$ cat src/rtl/uart_parity_rx.sv
// 8E1 UART receiver: 2-flop synchroniser, mid-bit sampling FSM, byte + parity/framing flags
// presented with a single-cycle read_complete strobe.
module uart_parity_rx #(
    parameter int CLK_FREQ     = 50_000_000,
    parameter int BAUD         = 9600,
    parameter int CLKS_PER_BIT = CLK_FREQ / BAUD,
    parameter int HALF_BIT     = CLKS_PER_BIT / 2
) (
    input  logic       clk_50M,
    input  logic       reset,
    input  logic       uart_rxd,
    output logic [7:0] read_value,
    output logic       read_complete,
    output logic       read_error,
    output logic       parity_error,
    output logic       frame_error,
    output logic       busy
);

    localparam int CW = (CLKS_PER_BIT > 1) ? $clog2(CLKS_PER_BIT) : 1;

    typedef enum logic [2:0] {
        S_IDLE,
        S_START,
        S_DATA,
        S_PARITY,
        S_STOP,
        S_BREAK
    } state_t;

    state_t          r_state;
    state_t          w_state_nxt;
    logic            r_sync1;
    logic            r_sync2;
    logic [CW-1:0]   r_cnt;
    logic [2:0]      r_idx;
    logic [7:0]      r_shift;
    logic            r_par;
    logic [7:0]      r_read_value;
    logic            r_read_complete;
    logic            r_parity_error;
    logic            r_frame_error;
    logic            r_read_error;

    logic            w_rxd;
    logic            w_bit_end;
    logic            w_half_end;
    logic            w_cnt_clr;
    logic            w_sample_data;
    logic            w_sample_par;
    logic            w_done;
    logic            w_par_err;
    logic            w_frm_err;

    assign w_rxd      = r_sync2;
    assign w_bit_end  = (r_cnt == CW'(CLKS_PER_BIT - 1));
    assign w_half_end = (r_cnt == CW'(HALF_BIT - 1));
    assign w_par_err  = ^{r_shift, r_par};
    assign w_frm_err  = ~w_rxd;

    always_ff @(posedge clk_50M) begin
        if (reset) begin
            r_sync1 <= 1'b1;
            r_sync2 <= 1'b1;
            r_state <= S_IDLE;
            r_cnt   <= '0;
        end else begin
            r_sync1 <= uart_rxd;
            r_sync2 <= r_sync1;
            r_state <= w_state_nxt;
            r_cnt   <= w_cnt_clr ? '0 : r_cnt + CW'(1);
        end
    end

    always_comb begin
        w_state_nxt   = r_state;
        w_cnt_clr     = 1'b0;
        w_sample_data = 1'b0;
        w_sample_par  = 1'b0;
        w_done        = 1'b0;
        case (r_state)
            S_IDLE: begin
                w_cnt_clr = 1'b1;
                if (!w_rxd) w_state_nxt = S_START;
            end
            S_START: begin
                // Line back high at the start-bit centre means a glitch, not a frame.
                if (w_half_end) begin
                    w_cnt_clr   = 1'b1;
                    w_state_nxt = w_rxd ? S_IDLE : S_DATA;
                end
            end
            S_DATA: begin
                if (w_bit_end) begin
                    w_cnt_clr     = 1'b1;
                    w_sample_data = 1'b1;
                    if (r_idx == 3'd7) w_state_nxt = S_PARITY;
                end
            end
            S_PARITY: begin
                if (w_bit_end) begin
                    w_cnt_clr    = 1'b1;
                    w_sample_par = 1'b1;
                    w_state_nxt  = S_STOP;
                end
            end
            S_STOP: begin
                if (w_bit_end) begin
                    w_cnt_clr   = 1'b1;
                    w_done      = 1'b1;
                    w_state_nxt = w_rxd ? S_IDLE : S_BREAK;
                end
            end
            S_BREAK: begin
                w_cnt_clr = 1'b1;
                if (w_rxd) w_state_nxt = S_IDLE;
            end
            default: begin
                w_cnt_clr   = 1'b1;
                w_state_nxt = S_IDLE;
            end
        endcase
    end

    always_ff @(posedge clk_50M) begin
        if (reset) begin
            r_idx   <= '0;
            r_shift <= '0;
            r_par   <= 1'b0;
        end else begin
            if (r_state != S_DATA)  r_idx <= '0;
            else if (w_sample_data) r_idx <= r_idx + 3'd1;
            if (w_sample_data)      r_shift[r_idx] <= w_rxd;
            if (w_sample_par)       r_par <= w_rxd;
        end
    end

    // Result registers are only touched on frame completion, so they hold across glitches.
    always_ff @(posedge clk_50M) begin
        if (reset) begin
            r_read_value    <= '0;
            r_read_complete <= 1'b0;
            r_parity_error  <= 1'b0;
            r_frame_error   <= 1'b0;
            r_read_error    <= 1'b0;
        end else begin
            r_read_complete <= w_done;
            if (w_done) begin
                r_read_value   <= r_shift;
                r_parity_error <= w_par_err;
                r_frame_error  <= w_frm_err;
                r_read_error   <= w_par_err | w_frm_err;
            end
        end
    end

    assign read_value    = r_read_value;
    assign read_complete = r_read_complete;
    assign parity_error  = r_parity_error;
    assign frame_error   = r_frame_error;
    assign read_error    = r_read_error;
    assign busy          = (r_state != S_IDLE);

endmodule

$ cat config.mk
export PLATFORM = sky130hd
export DESIGN_NAME = uart_parity_rx
export DESIGN_NICKNAME = d
export VERILOG_FILES = /design/src/rtl/uart_parity_rx.sv
export SDC_FILE = /design/constraint.sdc
export NUM_CORES = 1
export LEC_CHECK = 0
export ABC_AREA = 1
export BUFFER_PORTS_ARGS = -buffer_cell sky130_fd_sc_hd__buf_2
export CAP_MARGIN = 15
export CORE_MARGIN = 2
export CORE_UTILIZATION = 26
export CTS_CLUSTER_DIAMETER = 30
export CTS_CLUSTER_SIZE = 40
export DETAILED_ROUTE_END_ITERATION = 10
export GPL_ROUTABILITY_DRIVEN = 1
export GPL_TIMING_DRIVEN = 0
export PLACE_DENSITY = 0.48
export SYNTH_ARGS = -nofsm -noshare
export SYNTH_HDL_FRONTEND = slang
export SYNTH_SLANG_ARGS = --single-unit
$ cat constraint.sdc
create_clock -name clk_50M -period 1.5 [get_ports clk_50M]
set_input_delay 0.3 -clock clk_50M [delete_from_list [all_inputs] [get_ports clk_50M]]
set_output_delay 0.3 -clock clk_50M [all_outputs]
set_load 0.03 [all_outputs]
== Word-level counts from Yosys, hierarchy flattened ==
Cells that the tools add are included.

* Add/subtract/negate cells: 2
* Reductions and logical operators: 8
* $lt $le $gt $ge: 2
* Bitwise logic cells: 2
* Mux-type cells: 19
* Equal/unequal tests: 16

{| class="wikitable"
|+ Operators by type and width
! operator !! count
|-
| $mux W3 || 8
|-
| $pmux W3 S6 || 1
|-
| $ne A2 B2 Y1 const B || 7
|-
| $add A13 B1 Y13 const B || 1
|-
| $eq A13 B12 Y1 const B || 1
|-
| $eq A13 B13 Y1 const B || 1
|-
| $eq A3 B3 Y1 const B || 3
|-
| $reduce_xor A9 Y1 || 1
|-
| $bwmux W8 || 1
|-
| $reduce_and A7 Y1 || 1
|-
| $eq A3 B2 Y1 const B || 2
|-
| $mux W1 || 6
|-
| $lt A3 B4 Y1 const B || 1
|-
| $reduce_or A2 Y1 || 2
|-
| $add A3 B1 Y3 const B || 1
|-
| $demux W1 S3 || 1
|-
| $eq A3 B1 Y1 const B || 1
|-
| $ge A3 B1 Y1 const B || 1
|-
| $logic_not A3 Y1 || 1
|-
| $ne A3 B2 Y1 const B || 1
|-
| $reduce_bool A3 Y1 || 1
|-
| $reduce_or A3 Y1 || 1
|-
| $mux W2 || 1
|-
| $pmux W1 S2 || 1
|-
| 3 further kinds || 3
|}

* Register bits after elaboration: 42
* Input bits: 3
* Output and inout port bits: 13

== Logic depth before layout (Yosys ltp) ==
* Word-level depth: 5
* Mapped depth: 10
* Depth with buffers taken out: 10

== Worst setup path after synthesis ==
OpenSTA, ideal clock, no wires.

* Path type: reg-to-reg
* Start point: register r_cnt[0]
* End point: register r_cnt[6]
* Data required time: 1.384 ns
* Setup time: 0.116 ns
* Buffers on the path: 1
* Stages on the path, launching flop included: 10
* Setup slack: 0.002 ns
* Arrival time: 1.382 ns
* Period minus slack after synthesis: 1.498 ns
* Path through: dfxtp_1 -> ha_1 -> nand2_2 -> nor2_4 -> nand3_4 -> inv_2 -> o21ai_2 -> o2111ai_2 -> buf_6 -> nor2_2

* Word-level cells in the longest chain between the ends: 4
* Elaborated cells on any way between the ends: 7

{| class="wikitable"
|+ Ends and longest elaborated chain
! element !! line !! text
|-
| from (decl) || 35 || <nowiki>logic [CW-1:0] r_cnt;</nowiki>
|-
| from (signal assigned) || 71 || <nowiki>r_cnt <= w_cnt_clr ? '0 : r_cnt + CW'(1);</nowiki>
|-
| $eq A13 B13 Y1 / $eq A13 B12 Y1 (equally long branches) || 56, 57 ||
|-
| $mux W1 (on tied branches) || - ||
|-
| $pmux W1 S2 || 81 || <nowiki>case (r_state)</nowiki>
|-
| $reduce_or A2 Y1 (no source line) || - ||
|}

Parallel ways exist; a longest one is shown, timed or not.
A chain may end at the register's enable or synchronous reset.

== Worst setup path in the final report ==
* Start point: register r_cnt[1]
* End point: register r_cnt[3]

Same word-level chain as after synthesis.

==> out/metrics.yaml <==
status: "finished, final reports clean"
cp_max_fo: 5
power_density_nw_per_um2: 1034
synthCells: 287
timing.fmax_ghz: 0.6692
ys_types: 30
htree_levels: 2
syn_area_per_cell_um2: 7.350
clk_pin_slew_ns: 0.08
tritoncts: "built"
ys_async_sr_fraction_pct: 0
avgRoutedWirePerCell_um: 11.10
areaGrowthSynthToFinish_pct: 24.50
rsz0062_at_grt: "true"
cp-start-kind: "flop"
ys.warnings.count: 0
die_w_um: 94.08
critPathLaunch: "r_cnt[1]"
synth_top_area_share_pct: 39.86
min_from: "uart_rxd"
rows: 32
drive_gt1_share_pct: 29.19
cts.sinks: 42
crit_arrival_ns: 1.68
timing.hold.ws_ns: 0.1994
dr.pass1.iters: 4
syn_area_um2: 2110
yosys_most_used_dff: "dfxtp_1"
vdd_drop_max_v: 0.0002833
fin_crit_ns: 1.494
synth_commonest_cells: "nand2_1, dfxtp_1, nor2_1"
worst_pin_slew_ns: 0.5412
gp_congestion: 0.8447
clk_latency_ns: 0.29
antenna_cells: 0
max_stage_delay_ns: 0.36
avgViaCountPerCell: 4.443
antenna_found_initial: 0
numCtsBuffers: 5
setup_ws_ns: 0.005589
clockBufferDepth: 2
hold_viol: 0
grt_max_degree: 14
setup_viol: 0
slew_headroom_pct: 63.92
crit_chain: "ha_4 > nand2_4 > nor2_4 > nand3_4 > inv_4 > o21ai_2 > o2111ai_4 > buf_6 > nor2_2"
crit_path_top_delay_cell: "dfxtp_2"
grt_pass1_wl_um: 8052
grtUsageTotal_pct: 11.47
seq_area_frac_synth_pct: 39.86
fin_area_um2: 2626
crit_path_end_kind: "flop"
dr_total_vias: 1884
syn-num-nets: 293
die-area_um2: 8850
finalClockSkew_ns: 0.008653
ant_nets: 0
synth_largest_area_cell: "dfxtp_1"
maxCapViolCount: 0
worstSetupPathType: "flop to flop"
core_um2: 7807
nNetsFinal: 327
finalCritPeriodShare_pct: 99.63
die_h_um: 94.08
synth_edf_count: 0
drc: 0
yosysMostFrequentCell: "nand2_1"
start_util_pct: 27.02
io_buffer_count: 15
r2r_start: "r_cnt[1]"
dp_slack_ns: -0.2289
required_ns: 1.68
grt_pass1_vias: 1728
setup_tns_ns: 0
fill_cells: 846
root_buffer: "clkbuf_8"
place_hpwl_um: 3388
grt_overflow: 0
finalPower_mw: 2.714
maxSlewViolCount: 0
drtIter0Drc: 54
ys_seq_elements: 42
hold_buffers: 0
hold_class: "primary input to flop"
synthTopCellsByArea: "dfxtp_1, nand2_1, nor2_1"
dpl_cell_area_um2: 2312
io_pins: 16
drt_wl_total_um: 4706
power_leakage_nw: 1.078
[cells by family after synthesis]
| kind of cell | synth area share (%) |
|---|---|
| AOI/OAI and AO/OA | 10.20 |
| and+or+nand+nor | 34.16 |
| DFF | 39.86 |
| xor gates and xnor gates | 5.397 |
| buffers and inverters | 8.601 |
| adders and majority gates | 1.780 |
[metal layers]
metal  GRT usage, %  up-vias  routed length (um)
li1               -     1001                   -
met1          15.21      860                2368
met2          18.45       17                2154
met3          2.408        6                 110
met4          3.986        0                  72
met5              0        -                   0
[power by group]
group / internal, mW / switching (mW)
clock: 0.497 / 0.393
sequential: 1.17 / 0.0564
combinational: 0.208 / 0.395
total: 1.87 / 0.844
[placed cells by master (no fill, tap or decap), types with 10 or more instances in the layout]
cell type / synthesis / final
xor2_1: 11 / 11
buf_4: 1 / 10
nor2_1: 42 / 39
inv_1: 27 / 27
a21oi_1: 16 / 14
nand3_1: 16 / 16
nand4_1: 11 / 11
nand2_1: 47 / 47
dfxtp_1: 42 / 36
buf_2: 1 / 16
nor2_2: 12 / 15
[flip-flops by register name, summed over array words and instances (netlist names), 3 cells and up]
register,count
r_shift,8
r_state,3
r_cnt,13
read_value,8
r_idx,3
[per-stage QoR]
step	cells	utilization, %
after global routing	424	33.64
after CTS	417	32.04
final	424	33.64
after detailed placement	404	29.62
after global placement	404	29.62
after floorplan	287	-
[timing repair]
item / 4_1_cts / 5_1_grt
endpoints found under the setup margin: 37 / 36
gates resized for setup: 10 / 25
cloned: 1 / 2
pin swaps: 2 / 8
setup buffers: 4 / 5
[worst max-delay path, delay by kind of cell, from the launching register on]
| family | cells | cell delay (ns) |
|---|---|---|
| compound gates | 2 | 0.17 |
| fa+ha+maj | 1 | 0.17 |
| buf+inv | 2 | 0.30 |
| flops | 1 | 0.36 |
| simple gates | 4 | 0.38 |
[path summary, 6_finish.rpt]
kind / end / slack [ns] / cells after the start
setup / recovery: r_cnt[3] / 0.006 / 9
hold / removal: r_sync1 / 0.20 / 2
setup reg to reg: r_cnt[3] / 0.006 / 9
hold reg to reg: r_sync2 / 0.42 / 1
[final cells by class]
type                            instances  area, um2  area share, %
Multi-Input combinational cell        203       1184          45.07
Sequential cell                        42      853.3          32.49
Timing Repair Buffer                   26      165.2          6.289
Inverter                               37      143.9          5.479
Tap cell                              102      127.6          4.859
Clock buffer                            6      72.57          2.763
Buffer                                  6      42.54          1.620
Clock inverter                          2      37.54          1.429
Note: power is estimated with default switching activity, not from simulation.
